<file path="src/rtl/pc_counter_pkg.sv">
// Shared definitions for pc_counter: control-priority codes and the widened
// next-value/wrap arithmetic shared by every counter width.
package pc_counter_pkg;

  // Arithmetic is done at this fixed width (+1 guard bit); supports WIDTH <= 64.
  localparam int PC_MAX_WIDTH = 64;

  typedef logic [PC_MAX_WIDTH:0] pc_wide_t;

  localparam logic [1:0] CTRL_HOLD = 2'd0;
  localparam logic [1:0] CTRL_LOAD = 2'd1;
  localparam logic [1:0] CTRL_INC  = 2'd2;
  localparam logic [1:0] CTRL_DEC  = 2'd3;

  typedef struct packed {
    pc_wide_t value;
    logic     wrap;
  } pc_next_t;

  // load beats everything; inc and dec together cancel into a hold.
  function automatic logic [1:0] pc_decode(input logic load, input logic inc, input logic dec);
    logic [1:0] ctrl;
    ctrl = CTRL_HOLD;
    if (load)
      ctrl = CTRL_LOAD;
    else if (inc && !dec)
      ctrl = CTRL_INC;
    else if (dec && !inc)
      ctrl = CTRL_DEC;
    return ctrl;
  endfunction

  // All operands are zero-extended, so limit + 1 and cur + step never overflow.
  function automatic pc_next_t pc_next(input logic [1:0] ctrl,
                                       input pc_wide_t   cur,
                                       input pc_wide_t   load_val,
                                       input pc_wide_t   limit,
                                       input pc_wide_t   step,
                                       input logic       saturate);
    pc_next_t r;
    pc_wide_t span;
    pc_wide_t sum;
    logic     can_wrap;
    r.value  = cur;
    r.wrap   = 1'b0;
    span     = limit + 1'b1;
    sum      = cur + step;
    can_wrap = !saturate && (step <= span);
    case (ctrl)
      CTRL_LOAD: begin
        r.value = (load_val > limit) ? limit : load_val;
      end
      CTRL_INC: begin
        if (cur > limit) begin
          r.value = limit;
        end else if (sum <= limit) begin
          r.value = sum;
        end else if (can_wrap) begin
          r.value = sum - span;
          r.wrap  = 1'b1;
        end else begin
          r.value = limit;
          r.wrap  = (cur < limit);
        end
      end
      CTRL_DEC: begin
        if (cur > limit) begin
          r.value = limit;
        end else if (cur >= step) begin
          r.value = cur - step;
        end else if (can_wrap) begin
          r.value = cur + span - step;
          r.wrap  = 1'b1;
        end else begin
          r.value = '0;
          r.wrap  = (cur != '0);
        end
      end
      default: begin
        r.value = cur;
      end
    endcase
    return r;
  endfunction

endpackage

</file>
<file path="src/rtl/pc_counter.sv">
// Registered program counter with load/inc/dec priority, runtime upper limit
// and wrap-or-saturate behaviour; drives the instruction-ROM address.
module pc_counter
  import pc_counter_pkg::*;
#(
  parameter int              WIDTH     = 16,
  parameter logic [WIDTH-1:0] STEP      = 1,
  parameter logic [WIDTH-1:0] RESET_VAL = '0,
  parameter bit              SATURATE  = 1'b0
) (
  input  logic             clk,
  input  logic             rst_n,
  input  logic             load,
  input  logic             inc,
  input  logic             dec,
  input  logic [WIDTH-1:0] in,
  input  logic [WIDTH-1:0] limit,
  output logic [WIDTH-1:0] out,
  output logic             wrap,
  output logic             at_max
);

  logic [WIDTH-1:0] out_reg;
  logic [WIDTH-1:0] out_next;
  logic             wrap_reg;
  logic             wrap_next;
  logic [1:0]       ctrl;
  pc_next_t         nxt;
  logic             unused_next_hi;

  always_comb begin
    ctrl      = pc_decode(load, inc, dec);
    nxt       = pc_next(ctrl, pc_wide_t'(out_reg), pc_wide_t'(in), pc_wide_t'(limit),
                        pc_wide_t'(STEP), SATURATE);
    out_next  = nxt.value[WIDTH-1:0];
    wrap_next = nxt.wrap;
  end

  // Results never exceed limit or the old count, so the guard bits are always zero.
  assign unused_next_hi = ^nxt.value[PC_MAX_WIDTH:WIDTH];

  always_ff @(posedge clk) begin
    if (!rst_n) begin
      out_reg  <= RESET_VAL;
      wrap_reg <= 1'b0;
    end else begin
      out_reg  <= out_next;
      wrap_reg <= wrap_next;
    end
  end

  assign out    = out_reg;
  assign wrap   = wrap_reg;
  assign at_max = (out_reg == limit);

endmodule

</file>
<file path="config.mk">
export PLATFORM = sky130hd
export DESIGN_NAME = pc_counter
export DESIGN_NICKNAME = d
export VERILOG_FILES = /design/src/rtl/pc_counter_pkg.sv /design/src/rtl/pc_counter.sv
export SDC_FILE = /design/constraint.sdc
export NUM_CORES = 1
export LEC_CHECK = 0
export BUFFER_PORTS_ARGS = -buffer_cell sky130_fd_sc_hd__buf_2
export CORE_MARGIN = 3
export CORE_UTILIZATION = 67
export DETAILED_ROUTE_END_ITERATION = 6
export PLACE_DENSITY_LB_ADDON = 0.3
export SLEW_MARGIN = 10
export SYNTH_ARGS = -nofsm -noshare
export SYNTH_HDL_FRONTEND = slang
export SYNTH_SLANG_ARGS = --single-unit
export TNS_END_PERCENT = 30
</file>
<file path="constraint.sdc">
create_clock -name clk -period 7.6 [get_ports clk]
set_clock_uncertainty 0.2 [all_clocks]
set_input_delay 0.76 -clock clk [delete_from_list [all_inputs] [get_ports clk]]
set_output_delay 0.76 -clock clk [all_outputs]
set_load 0.02 [all_outputs]
</file>
# ---- Word level (Yosys, flattened, before mapping)
# Index checks and enable logic that the tools add are counted.
dict set report word_totals {
  elab_cells 40
  regBits 17
  inputBits 37
  output_inout_bits 18
}
dict set report op_classes {
  n_addsub 6
  magnitude_cmp 6
  reduce_logical 6
  n_eq_ne 4
  muxes 16
}
# op n
set ops {}
lappend ops {{16-bit 2-to-1 mux} 5}
lappend ops {{16-bit one-hot mux with 3 select lines} 1}
lappend ops {{16-bit by 1-bit adder with 17-bit output (second input constant)} 2}
lappend ops {{17-bit 2-to-1 mux} 2}
lappend ops {{16-bit > comparator} 2}
lappend ops {{16-bit by 1-bit subtractor with 16-bit output (second input constant)} 2}
lappend ops {{1-bit by 17-bit less-or-equal comparator with 1-bit output (first input constant)} 1}
lappend ops {{17-bit by 16-bit less-or-equal comparator with 1-bit output} 1}
lappend ops {{16-bit adder} 1}
lappend ops {{16-bit == test} 1}
lappend ops {{16-bit by 1-bit greater-or-equal comparator with 1-bit output (second input constant)} 1}
lappend ops {{16-bit < comparator} 1}
lappend ops {{16-bit nonzero test} 1}
lappend ops {{16-bit subtractor} 1}
lappend ops {{2-bit 2-to-1 mux} 3}
lappend ops {{2-bit == test (second input constant)} 2}
lappend ops {{1-bit 2-to-1 mux} 4}
lappend ops {{3-bit nonzero test} 1}
lappend ops {{2-bit by 1-bit == test with 1-bit output (second input constant)} 1}
lappend ops {{1-bit logical AND} 2}
lappend ops {{1-bit zero test} 2}
lappend ops {{1-bit one-hot mux with 2 select lines} 1}

# ---- Logic depth before layout (Yosys ltp)
dict set report depth {
  ltp_word 7
  ltp_mapped 18
  mapped_depth_nobuf 16
}

# ---- Worst setup path before layout
# No wires, ideal clock.
dict set report synth_timing {
  path_kind {in2reg}
  from {input limit[0]}
  to {register out_reg[14], in the netlist out[14]}
  n_path_buf 2
  required_time_ns 7.278
  setup_ns 0.122
  path_slack_ns 3.170
  path_stages 18
  arrival_time_ns 4.108
  path_cell_list {ha_1 -> and4_1 -> buf_6 -> and4_1 -> buf_6 -> xnor2_1 -> xor2_1 -> ha_1 -> a21o_1 -> or4_1 -> o221a_2 -> o21a_1 -> o21ai_0 -> nand2b_1 -> a21oi_1 -> xnor2_1 -> a211oi_1 -> a21oi_1}
}
dict set report synth_between {
  elab_chain_cells 7
  word_cells_on_any_way 16
  cone_classes {add/sub: 4; order compare: 4; mux: 8}
}
# item line
set synth_lines {}
lappend synth_lines {{start, declared} pc_counter.sv:17} ;# input logic [WIDTH-1:0] limit,
lappend synth_lines {{16-bit by 1-bit adder with 17-bit output} pc_counter_pkg.sv:46} ;# span = limit + 1'b1;
lappend synth_lines {{16-bit adder} pc_counter_pkg.sv:72} ;# r.value = cur + span - step;
lappend synth_lines {{16-bit by 1-bit subtractor with 16-bit output} pc_counter_pkg.sv:72}
lappend synth_lines {{17-bit 2-to-1 mux} pc_counter_pkg.sv:71} ;# end else if (can_wrap) begin
lappend synth_lines {{16-bit 2-to-1 mux} pc_counter_pkg.sv:69} ;# end else if (cur >= step) begin
lappend synth_lines {{16-bit 2-to-1 mux} pc_counter_pkg.sv:67} ;# if (cur > limit) begin
lappend synth_lines {{16-bit one-hot mux with 3 select lines (*)} pc_counter_pkg.sv:49} ;# case (ctrl)
lappend synth_lines {{end signal, assigned} pc_counter.sv:47} ;# out_reg <= out_next;
lappend synth_lines {{end, declared} pc_counter.sv:23} ;# logic [WIDTH-1:0] out_reg;
# Every way passes the cells marked *; elsewhere a longest branch is shown, timed or not.
# A chain may end at the register's enable or synchronous reset.

# ---- Final worst setup path
# Same ends and word-level chain as after synthesis.

==> results by group <==
Clock tree
  – Htree depth: 1
  – Post-CTS Setup Bufs: 0
  – Max Buffers Root-to-Sink: 2
  – TritonCTS clock tree: yes
  – Hold_buf cts: 0
  – Number of buffers created by CTS: 3
  – Clock Sinks: 17
  – Clock transition at the registers of the reported paths: 0.10 ns
  – Clk_lat worst skew: 0.28 ns
  – Post-CTS resize count: 0
  – Cell chosen for the clock root: clkbuf_8

Die
  – Die X-Extent: about 95 um
  – Initial Utilization: 71.2%
  – IO Pins: 55
  – Height of the die: 95.2 um
  – Core Region: 0.00749 mm2
  – Die Area: 0.00906 mm2
  – Site Rows: 31

Worst hold path
  – Hold Crit Start: out[13]
  – WHS Endpoint: out[13]
  – Hold path depth: 2
  – Min-delay worst type: flip-flop to flip-flop

Timing
  – Max frequency: 0.209 GHz
  – Relative slew slack: between 30% and 40%
  – Worst-Margin Slew: around 0.94 ns
  – Fin. Hold Viols: 0
  – RSZ-0062 raised after global routing: false
  – Setup TNS: 0 ns
  – Fin. max-slew vios: 0
  – Period utilization: 62.8%
  – Final Setup Violations: 0
  – Fin crit period: 4.78 ns

Setup path
  – Max incr delay on CP: between 0.4 and 0.5 ns
  – CP startpoint kind: primary input
  – Crit Reg-Reg Endpoint: out[6]
  – Critical Path AT: 4.74 ns
  – CP Buf/Inv Count: 1
  – Worst R2R Start: out[4]
  – Worst-case reg-to-reg path depth: 15
  – Critical Path RT: 7.57 ns
  – CP max stage cell: or4_1
  – Critical path type: primary input to flip-flop
  – Max FO, Critical Path: 9
  – Delay-heaviest family, CP: compound AO/OA/AOI/OAI gates
  – Crit path capture type: flip-flop
  – Worst R2R Setup Slack: roughly 2.9 ns
  – Crit-path cells: buf_2, ha_1, and4_1, and4_1, xnor2_1, xor2_1, ha_1, a21o_1, or4_1, o221a_2, o21a_1, o21ai_0, nand2b_1, a21oi_1, xnor2_1, a211oi_1, a21oi_1

Global routing
  – GRT overflow: 0
  – Global-route wire length before repair: 29.3 mm
  – GRT Total Usage: 41.1%
  – Vias in the first global route: approximately 5700
  – Initial antenna violation count: 1
  – Pin count of the biggest net entering global routing: 22

Layout
  – ANT cells: 0
  – Area grow syn2layout: 4.63%
  – Final core occ: 74.5%
  – Fillers: 650
  – Max reg flops: 16
  – Share of post-route cells with drive strength above 1: 10.6%
  – Non-filler cells, final: around 860
  – Fin nets: 880

Yosys
  – Yosys cell types: 75
  – Number of flops mapped to enable cells by yosys: 0
  – Synth top area cells: ha_1 (20%), xnor2_1 (8.1%), dfxtp_1 (6.4%), a21oi_1 (5.3%), o21ai_0 (4.8%)
  – Synth warn: 0
  – Area leader, netlist: ha_1
  – Syn_area_per_cell: 7.24 um2
  – Ys async rst share: 0%
  – Post-synthesis sequential area ratio: ~6.4%
  – Syn Std Cell Area: 0.00533 mm2
  – #FFs+latches synth: 17
  – Mapped Cells: 736
  – Prevailing post-synth register cell: dfxtp_1
  – Most numerous cell in the Yosys netlist: ha_1
  – Synth top area share: ~20%
  – Top cells by count, synth: ha_1 (84), a21oi_1 (56), nand2_1 (56), o21ai_0 (51), xnor2_1 (49)
  – Syn_nets: 859

Detailed routing
  – DRT antenna net count: 0
  – DRT Wirelength: 18.6 mm
  – Pre-antenna DRT Iters: 7
  – Routed vias: 6208
  – Vias per cell: 7.26
  – DR WL/cell: between 20 and 25 um
  – # DRC: 2
  – Iter 0 DRT Violations: 635

Place
  – Dpl hpwl: 14.5 mm
  – Port Buffers: 54
  – Placed Cells incl. Taps: 851
  – Gpl congestion: 1.09

Power
  – NetSw: 514 uW
  – Maximum resistive drop on vdd: around 0.14 mV
  – Comb pwr share: 74.4%
  – Sequential Power Share: 16.5%
  – Clock Power Share: 9.1%
  – Switch share: between 50 and 60%
  – Design internal power: approximately 420 uW
  – Leak: 0.00245 uW
  – PD cells: 167 mW/mm2

Outcome
  – Status: finished with violations
  – Violated checks: design-rule violations

Flow run
  – Max-cap violations: 0
==> per-stage QoR <==
step	total power, uW	hold slack [ns]	area, um2	setup WS, ns
after floorplan	657	0.465	5330	3.17
after global placement	795	0.475	5530	2.79
after detailed placement	821	0.492	5530	2.64
after CTS	904	0.506	5570	2.90
after global routing	996	0.537	5570	2.59
final	933	0.525	5570	2.82
==> cell type report <==
| type | instances | area (um2) | share of cell area, % |
|---|---|---|---|
| clock buffers | 3 | 41.3 | 0.741 |
| multi-input cells | 639 | 4640 | 83.2 |
| well taps | 99 | 124 | 2.22 |
| clock inverters | 1 | 5.00 | 0.0898 |
| inverters | 42 | 158 | 2.83 |
| flip-flops and latches | 17 | 340 | 6.11 |
| repair buffers | 54 | 270 | 4.85 |
==> worst max-delay path by stage <==
stage / startpoint / end / depth (start not counted)
after global placement: limit[0] / out[14] / 17
after detailed placement: limit[0] / out[14] / 17
after floorplan: limit[0] / out[14] / 18
final: limit[0] / out[14] / 17
after CTS: limit[0] / out[14] / 17
after global routing: limit[0] / out[14] / 17
==> cell families (layout without fill, tap and decap cells) <==
family	Yosys count	after routing	share of synthesized area, %
simple gates	247	247	25.3
buf+inv	80	100	6.60
fa+ha+maj	87	87	20.7
compound gates	223	223	27.4
xor+xnor	74	74	12.2
mux	8	8	1.53
flops	17	17	6.39
==> tightest hold or removal path: cells and delay by family (launching register included) <==
kind | cells | cell delay, ns
compound gates | 2 | 0.26
flops | 1 | 0.43
==> layout by cell type, fill, tap and decap left out, types with 6 or more instances in the layout <==
master	synthesis	final
o21a_1	9	9
a21o_1	10	10
mux2i_1	7	7
and2_1	6	6
and4_1	9	9
nand2b_1	15	15
xor2_1	25	25
a211oi_1	7	7
a31oi_1	13	13
xnor2_1	49	49
nor2_1	42	42
o211ai_1	6	6
nand4_1	17	17
inv_1	42	42
o21ai_1	6	6
o22ai_1	6	6
o21ai_0	51	51
a221oi_1	12	12
buf_2	11	54
nor3_1	14	14
nor4_1	7	7
or3_1	10	10
nand2_1	56	56
a21oi_1	56	56
nand3_1	31	31
dfxtp_1	17	17
nor2b_1	6	6
ha_1	84	84
and3_1	7	7
==> layer usage <==
metal / vias to the layer above / share of wire (%) / GRT usage [%]
met3: 120 / 12 / 10.0
met1: 2823 / 37 / 49.9
met5: - / 0.070 / 0
met4: 2 / 7.0 / 23.6
met2: 476 / 44 / 65.8
li1: 2787 / - / -
==> power by group through the flow <==
| stage | Sequential [uW] | Combinational [uW] | Clock (uW) |
|---|---|---|---|
| floorplan | 131 | 526 | 0 |
| global placement | 152 | 643 | 0 |
| detailed placement | 153 | 668 | 0 |
| CTS | 150 | 673 | 80.9 |
| global route | 154 | 756 | 86.2 |
| finish | 154 | 694 | 84.9 |
Note: power is estimated with default switching activity, not from simulation.
